<file path="src/rtl/bsg_manycore_pkt_decode_endpoint_pkg.sv">
// Shared manycore definitions: packet layout macros, op encodings, lock count
// and the decode FSM states used by the receive-side packet endpoint.

`ifndef BSG_MANYCORE_PACKET_MACROS
`define BSG_MANYCORE_PACKET_MACROS

`define BSG_MANYCORE_PACKET_WIDTH(addr_width_mp, data_width_mp, x_cord_width_mp, y_cord_width_mp) \
  (2 + ((data_width_mp) >> 3) + (addr_width_mp) + (data_width_mp) + 2 * ((x_cord_width_mp) + (y_cord_width_mp)))

`define DECLARE_BSG_MANYCORE_PACKET_S(addr_width_mp, data_width_mp, x_cord_width_mp, y_cord_width_mp) \
  typedef struct packed { \
    logic [1:0]                      op; \
    logic [((data_width_mp)>>3)-1:0] op_ex; \
    logic [(addr_width_mp)-1:0]      addr; \
    logic [(data_width_mp)-1:0]      data; \
    logic [(y_cord_width_mp)-1:0]    from_y_cord; \
    logic [(x_cord_width_mp)-1:0]    from_x_cord; \
    logic [(y_cord_width_mp)-1:0]    y_cord; \
    logic [(x_cord_width_mp)-1:0]    x_cord; \
  } bsg_manycore_packet_s

`endif

package bsg_manycore_pkt_decode_endpoint_pkg;

  typedef enum logic [1:0] {
    e_op_illegal    = 2'b00,
    e_op_store      = 2'b01,
    e_op_store_high = 2'b10,
    e_op_lock_req   = 2'b11
  } bsg_manycore_op_e;

  localparam int bsg_manycore_lock_num_gp = 4;

  typedef enum logic [1:0] {
    e_decode_idle      = 2'b00,
    e_decode_wait_lock = 2'b01,
    e_decode_grant     = 2'b10
  } bsg_manycore_decode_state_e;

endpackage

</file>
<file path="src/rtl/bsg_two_fifo.sv">
// Two-entry ready/valid FIFO. Accepts a word whenever it is not full and
// presents its oldest word on data_o until the consumer takes it with yumi_i.

module bsg_two_fifo
  #(parameter int width_p = 8)
  (input  logic               clk_i
   , input  logic               reset_i
   , output logic               ready_o
   , input  logic [width_p-1:0] data_i
   , input  logic               v_i
   , output logic               v_o
   , output logic [width_p-1:0] data_o
   , input  logic               yumi_i
  );

  logic [width_p-1:0] mem_r [2];
  logic               head_r;
  logic               tail_r;
  logic [1:0]         count_r;
  logic               enq;
  logic               deq;

  assign ready_o = (count_r != 2'd2);
  assign v_o     = (count_r != 2'd0);
  assign enq     = v_i & ready_o;
  assign deq     = yumi_i & v_o;
  assign data_o  = mem_r[head_r];

  // Storage needs no reset: occupancy alone decides whether data_o is meaningful.
  always_ff @(posedge clk_i) begin
    if (enq) mem_r[tail_r] <= data_i;
  end

  // Pointers and occupancy move independently so enqueue and dequeue can share a cycle.
  always_ff @(posedge clk_i) begin
    if (reset_i) begin
      head_r  <= 1'b0;
      tail_r  <= 1'b0;
      count_r <= 2'd0;
    end else begin
      if (enq) tail_r <= ~tail_r;
      if (deq) head_r <= ~head_r;
      count_r <= count_r + {1'b0, enq} - {1'b0, deq};
    end
  end

endmodule

</file>
<file path="src/rtl/bsg_manycore_pkt_decode_endpoint.sv">
// Receive endpoint for manycore packets. Buffers incoming packets, turns store
// ops into masked local memory writes and arbitrates a 4-entry local lock
// table, returning grants to the requesting tile's coordinates.

module bsg_manycore_pkt_decode_endpoint
  import bsg_manycore_pkt_decode_endpoint_pkg::*;
  #(parameter int x_cord_width_p    = 4
    , parameter int y_cord_width_p    = 4
    , parameter int data_width_p      = 32
    , parameter int addr_width_p      = 12
    , parameter int packet_width_lp   = `BSG_MANYCORE_PACKET_WIDTH(addr_width_p, data_width_p, x_cord_width_p, y_cord_width_p)
    , parameter int store_cnt_width_p = 16
  )
  (input  logic                           clk_i
   , input  logic                           reset_i
   , input  logic                           v_i
   , input  logic [packet_width_lp-1:0]     data_i
   , output logic                           ready_o
   , output logic                           mem_v_o
   , output logic [addr_width_p:0]          mem_addr_o
   , output logic [data_width_p-1:0]        mem_data_o
   , output logic [(data_width_p>>3)-1:0]   mem_mask_o
   , input  logic                           mem_yumi_i
   , output logic                           grant_v_o
   , output logic [1:0]                     grant_lock_num_o
   , output logic [x_cord_width_p-1:0]      grant_x_cord_o
   , output logic [y_cord_width_p-1:0]      grant_y_cord_o
   , input  logic                           grant_ready_i
   , input  logic                           rel_lock_v_i
   , input  logic [1:0]                     rel_lock_num_i
   , output logic [bsg_manycore_lock_num_gp-1:0] lock_held_o
   , output logic [store_cnt_width_p-1:0]   store_cnt_o
   , output logic                           err_o
  );

  `DECLARE_BSG_MANYCORE_PACKET_S(addr_width_p, data_width_p, x_cord_width_p, y_cord_width_p);

  localparam logic [store_cnt_width_p-1:0] cnt_one_lp = {{(store_cnt_width_p-1){1'b0}}, 1'b1};

  bsg_manycore_packet_s                  head;
  logic [packet_width_lp-1:0]            fifo_data;
  logic                                  fifo_ready;
  logic                                  fifo_v;
  logic                                  fifo_yumi;
  bsg_manycore_op_e                      head_op;
  logic [1:0]                            req_lock;
  logic                                  lock_free;

  bsg_manycore_decode_state_e            state_r, state_n;
  logic [bsg_manycore_lock_num_gp-1:0]   held_r, held_n;
  logic [1:0]                            grant_num_r, grant_num_n;
  logic [x_cord_width_p-1:0]             grant_x_r, grant_x_n;
  logic [y_cord_width_p-1:0]             grant_y_r, grant_y_n;
  logic [store_cnt_width_p-1:0]          store_cnt_r;
  logic                                  store_done;
  logic                                  acquire;
  logic                                  mem_v;
  logic                                  op_err;
  logic                                  rel_err;
  logic                                  yumi_err;
  logic                                  unused_dest_cord;

  bsg_two_fifo #(.width_p(packet_width_lp)) input_fifo
    (.clk_i   (clk_i)
     , .reset_i (reset_i)
     , .ready_o (fifo_ready)
     , .data_i  (data_i)
     , .v_i     (v_i)
     , .v_o     (fifo_v)
     , .data_o  (fifo_data)
     , .yumi_i  (fifo_yumi)
    );

  assign head      = fifo_data;
  assign head_op   = bsg_manycore_op_e'(head.op);
  assign req_lock  = head.addr[5:4];
  // A lock released this very cycle counts as free so the waiting requester wins it.
  assign lock_free = ~held_r[req_lock] | (rel_lock_v_i & (rel_lock_num_i == req_lock));

  // The destination coordinates already steered the packet here and carry no further meaning.
  assign unused_dest_cord = ^{head.x_cord, head.y_cord};

  // Decode the fifo head, sequence lock grants and fold the release into the lock table.
  always_comb begin
    state_n    = state_r;
    held_n     = held_r;
    grant_num_n = grant_num_r;
    grant_x_n  = grant_x_r;
    grant_y_n  = grant_y_r;
    fifo_yumi  = 1'b0;
    store_done = 1'b0;
    acquire    = 1'b0;
    mem_v      = 1'b0;
    op_err     = 1'b0;

    if (rel_lock_v_i) held_n[rel_lock_num_i] = 1'b0;

    case (state_r)
      e_decode_idle: begin
        if (fifo_v) begin
          case (head_op)
            e_op_store, e_op_store_high: begin
              mem_v = 1'b1;
              if (mem_yumi_i) begin
                fifo_yumi  = 1'b1;
                store_done = 1'b1;
              end
            end
            e_op_lock_req: begin
              if (lock_free) acquire = 1'b1;
              else state_n = e_decode_wait_lock;
            end
            default: begin
              fifo_yumi = 1'b1;
              op_err    = 1'b1;
            end
          endcase
        end
      end
      e_decode_wait_lock: begin
        if (fifo_v && lock_free) acquire = 1'b1;
      end
      e_decode_grant: begin
        if (grant_ready_i) state_n = e_decode_idle;
      end
      default: state_n = e_decode_idle;
    endcase

    if (acquire) begin
      held_n[req_lock] = 1'b1;
      grant_num_n      = req_lock;
      grant_x_n        = head.from_x_cord;
      grant_y_n        = head.from_y_cord;
      fifo_yumi        = 1'b1;
      state_n          = e_decode_grant;
    end
  end

  // FSM state register.
  always_ff @(posedge clk_i) begin
    if (reset_i) state_r <= e_decode_idle;
    else         state_r <= state_n;
  end

  // Lock table, latched grant fields and the completed-store counter.
  always_ff @(posedge clk_i) begin
    if (reset_i) begin
      held_r      <= '0;
      grant_num_r <= '0;
      grant_x_r   <= '0;
      grant_y_r   <= '0;
      store_cnt_r <= '0;
    end else begin
      held_r      <= held_n;
      grant_num_r <= grant_num_n;
      grant_x_r   <= grant_x_n;
      grant_y_r   <= grant_y_n;
      if (store_done) store_cnt_r <= store_cnt_r + cnt_one_lp;
    end
  end

  assign rel_err  = rel_lock_v_i & ~held_r[rel_lock_num_i];
  assign yumi_err = mem_yumi_i & ~mem_v;

  assign ready_o          = fifo_ready & ~reset_i;
  assign mem_v_o          = mem_v;
  assign mem_addr_o       = mem_v ? {(head_op == e_op_store_high), head.addr} : '0;
  assign mem_data_o       = mem_v ? head.data : '0;
  assign mem_mask_o       = mem_v ? head.op_ex : '0;
  assign grant_v_o        = (state_r == e_decode_grant);
  assign grant_lock_num_o = grant_v_o ? grant_num_r : '0;
  assign grant_x_cord_o   = grant_v_o ? grant_x_r : '0;
  assign grant_y_cord_o   = grant_v_o ? grant_y_r : '0;
  assign lock_held_o      = held_r;
  assign store_cnt_o      = store_cnt_r;
  assign err_o            = ~reset_i & (op_err | rel_err | yumi_err);

endmodule

</file>
<file path="config.mk">
export PLATFORM = sky130hd
export DESIGN_NAME = bsg_manycore_pkt_decode_endpoint
export DESIGN_NICKNAME = d
export VERILOG_FILES = /design/src/rtl/bsg_manycore_pkt_decode_endpoint_pkg.sv /design/src/rtl/bsg_two_fifo.sv /design/src/rtl/bsg_manycore_pkt_decode_endpoint.sv
export SDC_FILE = /design/constraint.sdc
export NUM_CORES = 1
export LEC_CHECK = 0
export CELL_PAD_IN_SITES_DETAIL_PLACEMENT = 1
export CELL_PAD_IN_SITES_GLOBAL_PLACEMENT = 2
export CORE_UTILIZATION = 33
export CTS_CLUSTER_DIAMETER = 60
export DETAILED_ROUTE_END_ITERATION = 8
export MAX_ROUTING_LAYER = met4
export PLACE_DENSITY_LB_ADDON = 0.25
export SLEW_MARGIN = 20
export SYNTH_ARGS = -nofsm -noshare
export SYNTH_HDL_FRONTEND = slang
export SYNTH_SLANG_ARGS = --single-unit
</file>
<file path="constraint.sdc">
create_clock -name clk_i -period 4.7 [get_ports clk_i]
set_input_delay 0.94 -clock clk_i [delete_from_list [all_inputs] [get_ports clk_i]]
set_output_delay 0.94 -clock clk_i [all_outputs]
set_load 0.05 [all_outputs]
</file>
# ---- Yosys cells after proc, flatten, opt, wreduce, memory -nomap -nowiden
# Memory sizes are Yosys's and may differ from the RTL's. A register that Yosys moved wholly into a read port is not among the register bits.
# Index checks and enable logic that the tools add are counted.
dict set report word_totals {
  regBits 36
  mem_bits_rw 132
  input_bits 74
  output_inout_bits 83
  word_cells 109
  memories 1
}
# memory words word_bits rd rd_ports_with_merged_regs write_ports line
set mem_list {}
lappend mem_list {input_fifo.mem_r 2 66 1 1 1 bsg_two_fifo.sv:16} ;# logic [width_p-1:0] mem_r [2];
dict set report classes {
  addsub 3
  magnitude_cmp 4
  n_eq_ne 16
  n_mux 45
  n_bitwise 20
  reduce_logical 10
}
# op n
set ops {}
lappend ops {{32-bit 2-to-1 mux} 1}
lappend ops {{1-bit 2-to-1 mux} 25}
lappend ops {{4-bit 2-to-1 mux} 5}
lappend ops {{16-bit by 1-bit adder with 16-bit output, second input constant} 1}
lappend ops {{13-bit 2-to-1 mux} 1}
lappend ops {{2-bit 2-to-1 mux} 6}
lappend ops {{2-bit inequality test, second input constant} 5}
lappend ops {{5-bit AND reduction} 2}
lappend ops {{3-bit inequality test, second input constant} 3}
lappend ops {{1-bit bitwise AND} 7}
lappend ops {{1-bit inverter} 7}
lappend ops {{2-bit equality test, second input constant} 3}
lappend ops {{2-bit by 3-bit less-than comparator with 1-bit output, second input constant} 2}
lappend ops {{2-bit one-hot mux with 3 select lines} 1}
lappend ops {{4-bit bitwise AND} 1}
lappend ops {{1-bit binary-select mux with 2-bit select} 2}
lappend ops {{1-bit demux with 2-bit select} 2}
lappend ops {{2-bit by 1-bit equality test with 1-bit output, second input constant} 2}
lappend ops {{2-bit by 1-bit greater-or-equal comparator with 1-bit output, second input constant} 2}
lappend ops {{4-bit inverter} 1}
lappend ops {{4-bit bitwise OR} 1}
lappend ops {{1-bit one-hot mux with 2 select lines} 2}
lappend ops {{2-bit OR reduction} 2}
lappend ops {{1-bit logical AND} 3}
lappend ops {{other kinds (9)} 11}

# ---- Logic depth before layout (Yosys ltp)
dict set report depth {
  ltp_word 12
  ltp_mapped 16
  depth_no_buf 13
}

# ---- Cells and area by module
# From an unflattened synthesis, not the netlist that was laid out.
dict set report hier_totals {
  hier_cells 490
  hier_area_um2 7193.1
}
# module n_inst cells_each area_per_inst_um2 seq_area_each_um2
set modules_own_cells {}
lappend modules_own_cells {bsg_two_fifo 1 229 5153.7 4063.9}
lappend modules_own_cells {bsg_manycore_pkt_decode_endpoint 1 261 2039.5 640.6}

# ---- Worst setup path before layout
# Ideal clock, no wire load.
dict set report synth_path {
  path_kind {input -> register}
  from {input v_i}
  to {memory input_fifo.mem_r[0][10] in the netlist's numbering (enable)}
  setup_time_ns 0.474
  arrival_ns 3.454
  t_required_ns 4.226
  path_slack_ns 0.772
  path_stages 2
  n_path_buf 0
  path_cell_list {nand2_1 nor2_1}
}
dict set report synth_via {
  elab_chain_len 3
}
# item line
set synth_rtl {}
lappend synth_rtl {{start: declaration} bsg_manycore_pkt_decode_endpoint.sv:16} ;# , input logic v_i
lappend synth_rtl {{1-bit bitwise AND} bsg_two_fifo.sv:25} ;# assign enq = v_i & ready_o;
lappend synth_rtl {{1-bit 2-to-1 mux} bsg_two_fifo.sv:31} ;# if (enq) mem_r[tail_r] <= data_i;
lappend synth_rtl {{1-bit 2-to-1 mux (implied by the code)} bsg_two_fifo.sv:31}
lappend synth_rtl {{end: declaration} bsg_two_fifo.sv:16}
# Every way passes these cells.

# ---- Final worst setup path
dict set report layout_path {
  from {input rel_lock_num_i[0]}
  to {output err_o}
}
dict set report layout_via {
  elab_chain_len 7
}
# item line
set layout_rtl {}
lappend layout_rtl {{start: declaration} bsg_manycore_pkt_decode_endpoint.sv:30} ;# , input logic [1:0] rel_lock_num_i
lappend layout_rtl {{1-bit binary-select mux with 2-bit select} bsg_manycore_pkt_decode_endpoint.sv:162} ;# assign rel_err = rel_lock_v_i & ~held_r[rel_lock_num_i];
lappend layout_rtl {{1-bit 2-to-1 mux (implied by the code)} bsg_manycore_pkt_decode_endpoint.sv:162}
lappend layout_rtl {{1-bit inverter} bsg_manycore_pkt_decode_endpoint.sv:162}
lappend layout_rtl {{1-bit bitwise AND} bsg_manycore_pkt_decode_endpoint.sv:162}
lappend layout_rtl {{1-bit bitwise OR (2 in series)} bsg_manycore_pkt_decode_endpoint.sv:176} ;# assign err_o = ~reset_i & (op_err | rel_err | yumi_err);
lappend layout_rtl {{1-bit bitwise AND} bsg_manycore_pkt_decode_endpoint.sv:176}
lappend layout_rtl {{end: declaration} bsg_manycore_pkt_decode_endpoint.sv:33} ;# , output logic err_o
# Every way passes these cells. The select of a mux whose other input is x is not followed.

==> flow_summary.yaml <==
clock_tree:
  tritoncts.num_buffers: 17
  worst_setup_hold_path_clk_slew_ns: 0.06
  cts_hold_buf: 0
  clock_latency_ns: 0.42
  cts_sinks: 153
  cts-htree-levels: 4
  post_cts.resized_instances: 0
  tritoncts_clock_tree: "built"
  post-cts-setup-buffers: 0
  clock_tree.root_cell: "clkbuf_16"
  cts.path.max_buffers: 2
route:
  number_of_vias_after_detailed_routing: 4084
  wire_per_inst_um: 16.3
  drt_first_pass_iters: 4
  via_per_inst: 4.73
  antenna_left: 0
  post_route_wl_um: 14100
  post-route-drc-count: 0
  first_iteration_detailed_routing_drc_count: 146
die:
  placeableCoreArea_um2: 18700
  initial_core_util_pct: 33.6
  die_x_um: 140
  ioPinCount: 157
  rows: 50
  die_area_um2: 19600
  die_y_um: 140
timing:
  worst_margin_slew_ns: 0.872
  fmax_ghz: 0.242
  fin_crit_ns: 4.13
  final.setup_skew_ns: 0.0115
  drv_slew: 0
  rsz0062_at_grt: "no"
  final_setup_violating_endpoints: 0
  slew_headroom_pct: 41.8
  setup_tns_ns: 0
  final-hold-violation-count: 0
  timing.final.crit_share_pct: 87.9
logic_synthesis:
  ys.warnings.count: 0
  postSynthNetCount: 546
  number_of_flops_mapped_to_enable_cells_by_yosys: 116
  ff_latch_count_synth: 153
  yosys.cell_count.top_type: "edfxtp_1"
  postSynthCellCount: 466
  area_share_of_the_leading_cell_type_in_the_synthesized_netlist_pct: 55.4
  syn_area_per_cell_um2: 13.5
  netlist_top_cells_count: "edfxtp_1, nor2_1, mux2i_1"
  synth_seq_area_share_pct: 67.2
  ys_async_sr_fraction_pct: 0
  post-synth-top-area-cell: "edfxtp_1"
  yosys-top-cells-area: "edfxtp_1, dfxtp_1, mux2i_1"
  post_synth_num_cell_types: 47
  syn-cell-area_um2: 6280
  postSynth.topFlopCell: "edfxtp_1"
outcome:
  outcome: "completed"
power_and_ir_drop:
  power.share.combinational_pct: 33.4
  total_switching_power_w: 0.00165
  power.leakage_nw: 3.05
  seqPwrFrac_pct: 36.1
  ir_drop_uv: 255
  switching_share_pct: 34.4
  intPower_w: 0.00315
  p_per_area_nw_per_um2: 555
  p_clk_share_pct: 30.5
job:
  max_cap_violations: 0
cells_and_area:
  design.final.nets: 697
  antennaDiodeCount: 0
  area_growth_syn_to_layout_pct: 37.9
  fraction_of_layout_instances_using_a_drive_strength_above_1_pct: 8.59
  post-route-cell-area_um2: 8660
critical_path:
  path_max_fanout: 6
  crit_path_max_incr_delay_ns: 0.81
  cp-start-kind: "input pin"
  slowest_stage: "clkdlybuf4s50_1"
  timing.setup.critical_path_class: "in2out"
  critical_path.endpoint_type: "primary output"
  cp.required_ns: 3.76
  crit_path_dat_ns: 3.19
  cp_cell_sequence: "clkdlybuf4s50_1 -> mux4_2 -> nor2_1 -> a221oi_1 -> nor2_1 -> clkdlybuf4s50_1"
place:
  gp_routability_congestion: 0.714
  io_buffers: 148
  detailed_place.area_um2: 8020
  detailedPlacementHpwl_um: 9200
global_route:
  antenna_found_initial: 0
  grt_pass1_wl_um: 22600
  grt.overflow.total: 0
  grt_util_all_layers_pct: 15.5
  first_global_vias: 4435
  grt_start_max_net_pins: 59
worst_hold_path:
  min-delay-path-class: "reg2reg"
## routing by layer
metal | wire length (µm) | up-vias | track usage, %
met2 | 6930 | 102 | 25.4
met5 | 0 | - | -
met1 | 6030 | 2005 | 17.1
met3 | 984 | 10 | 6.53
li1 | - | 1967 | -
met4 | 109 | 0 | 4.86
## through the flow
step	instances	utilization, %	total power, W	hold slack (ns)	setup WS [ns]
6_report	863	46.3	0.00481	0.454	0.569
5_1_grt	863	46.3	0.00504	0.490	0.439
4_1_cts	863	46.3	0.00488	0.460	0.551
3_5_place_dp	832	42.9	0.00339	0.452	0.560
3_3_place_gp	832	42.9	0.00336	0.445	0.568
2_1_floorplan	466	-	0.00286	0.430	0.772
## logic make-up after synthesis
logic type | synth area share, %
compound gates | 2.53
xor+xnor | 2.79
fa+ha+maj | 1.19
buf+inv | 2.23
flops | 67.2
mux | 11.8
simple gates | 12.2
## power groups by stage
stage / sequential (W) / clock [W] / combinational, W
3_3_place_gp: 0.00176 / 0 / 0.00161
4_1_cts: 0.00174 / 0.00151 / 0.00163
5_1_grt: 0.00176 / 0.00156 / 0.00172
6_report: 0.00174 / 0.00146 / 0.00161
2_1_floorplan: 0.00176 / 0 / 0.00109
3_5_place_dp: 0.00177 / 0 / 0.00162
## final cells by class
type	count	area [µm²]
timing repair buffer	153	1530
clock buffer	19	433
fill	1940	10000
inverter	11	41.3
clock inverter	12	199
tap	234	293
multi-input combinational	281	1940
sequential	153	4230
## critical path: cells and delay by family
kind	cells	cell delay [ns]
and+or+nand+nor	2	0.23
buffers and inverters	2	1.42
muxes	1	0.54
AOI/OAI and AO/OA	1	0.06
## path summary, 6_finish.rpt
| kind | end | slack (ns) | startpoint | cells past startpoint |
|---|---|---|---|---|
| worst max-delay path | err_o | 0.57 | rel_lock_num_i[0] | 6 |
| worst min-delay path | grant_y_r[3]$_SDFFE_PP0P_ | 0.45 | grant_y_r[3]$_SDFFE_PP0P_ | 2 |
| worst max register to register | input_fifo.count_r[1]$_SDFF_PP0_ | 1.04 | register | 12 |
| worst min register to register | grant_y_r[3]$_SDFFE_PP0P_ | 0.45 | grant_y_r[3]$_SDFFE_PP0P_ | 2 |
## registers in the layout (all words and copies together) (netlist names), named ones only
signal,flops
input_fifo.tail_r,1
input_fifo.count_r,2
store_cnt_o,16
input_fifo.mem_r,116
grant_y_r,4
grant_x_r,4
grant_num_r,2
state_r,2
lock_held_o,4
input_fifo.head_r,1
## layout by cell type, fill, tap and decap left out, types with 2 or more instances in the layout
cell type        count
xor2_1              15
o211ai_1             2
a21oi_1              3
and3_1               4
buf_4                4
clkbuf_16           17
dfxtp_1             36
o21ai_1              6
clkdlybuf4s50_1    148
and3b_1              2
nor2b_1              6
mux2_1               2
bufinv_16            5
mux2_2               8
nand3_1             11
mux2i_1             59
clkbuf_1             2
xnor2_1              5
ha_1                 6
and2_1              11
nand2_1             26
inv_1               11
edfxtp_1           116
nand4_1              7
clkinvlp_4           3
nor3_1               4
nor2_1              76
o21ai_0              5
No activity file was read; power rests on OpenSTA's default activity.
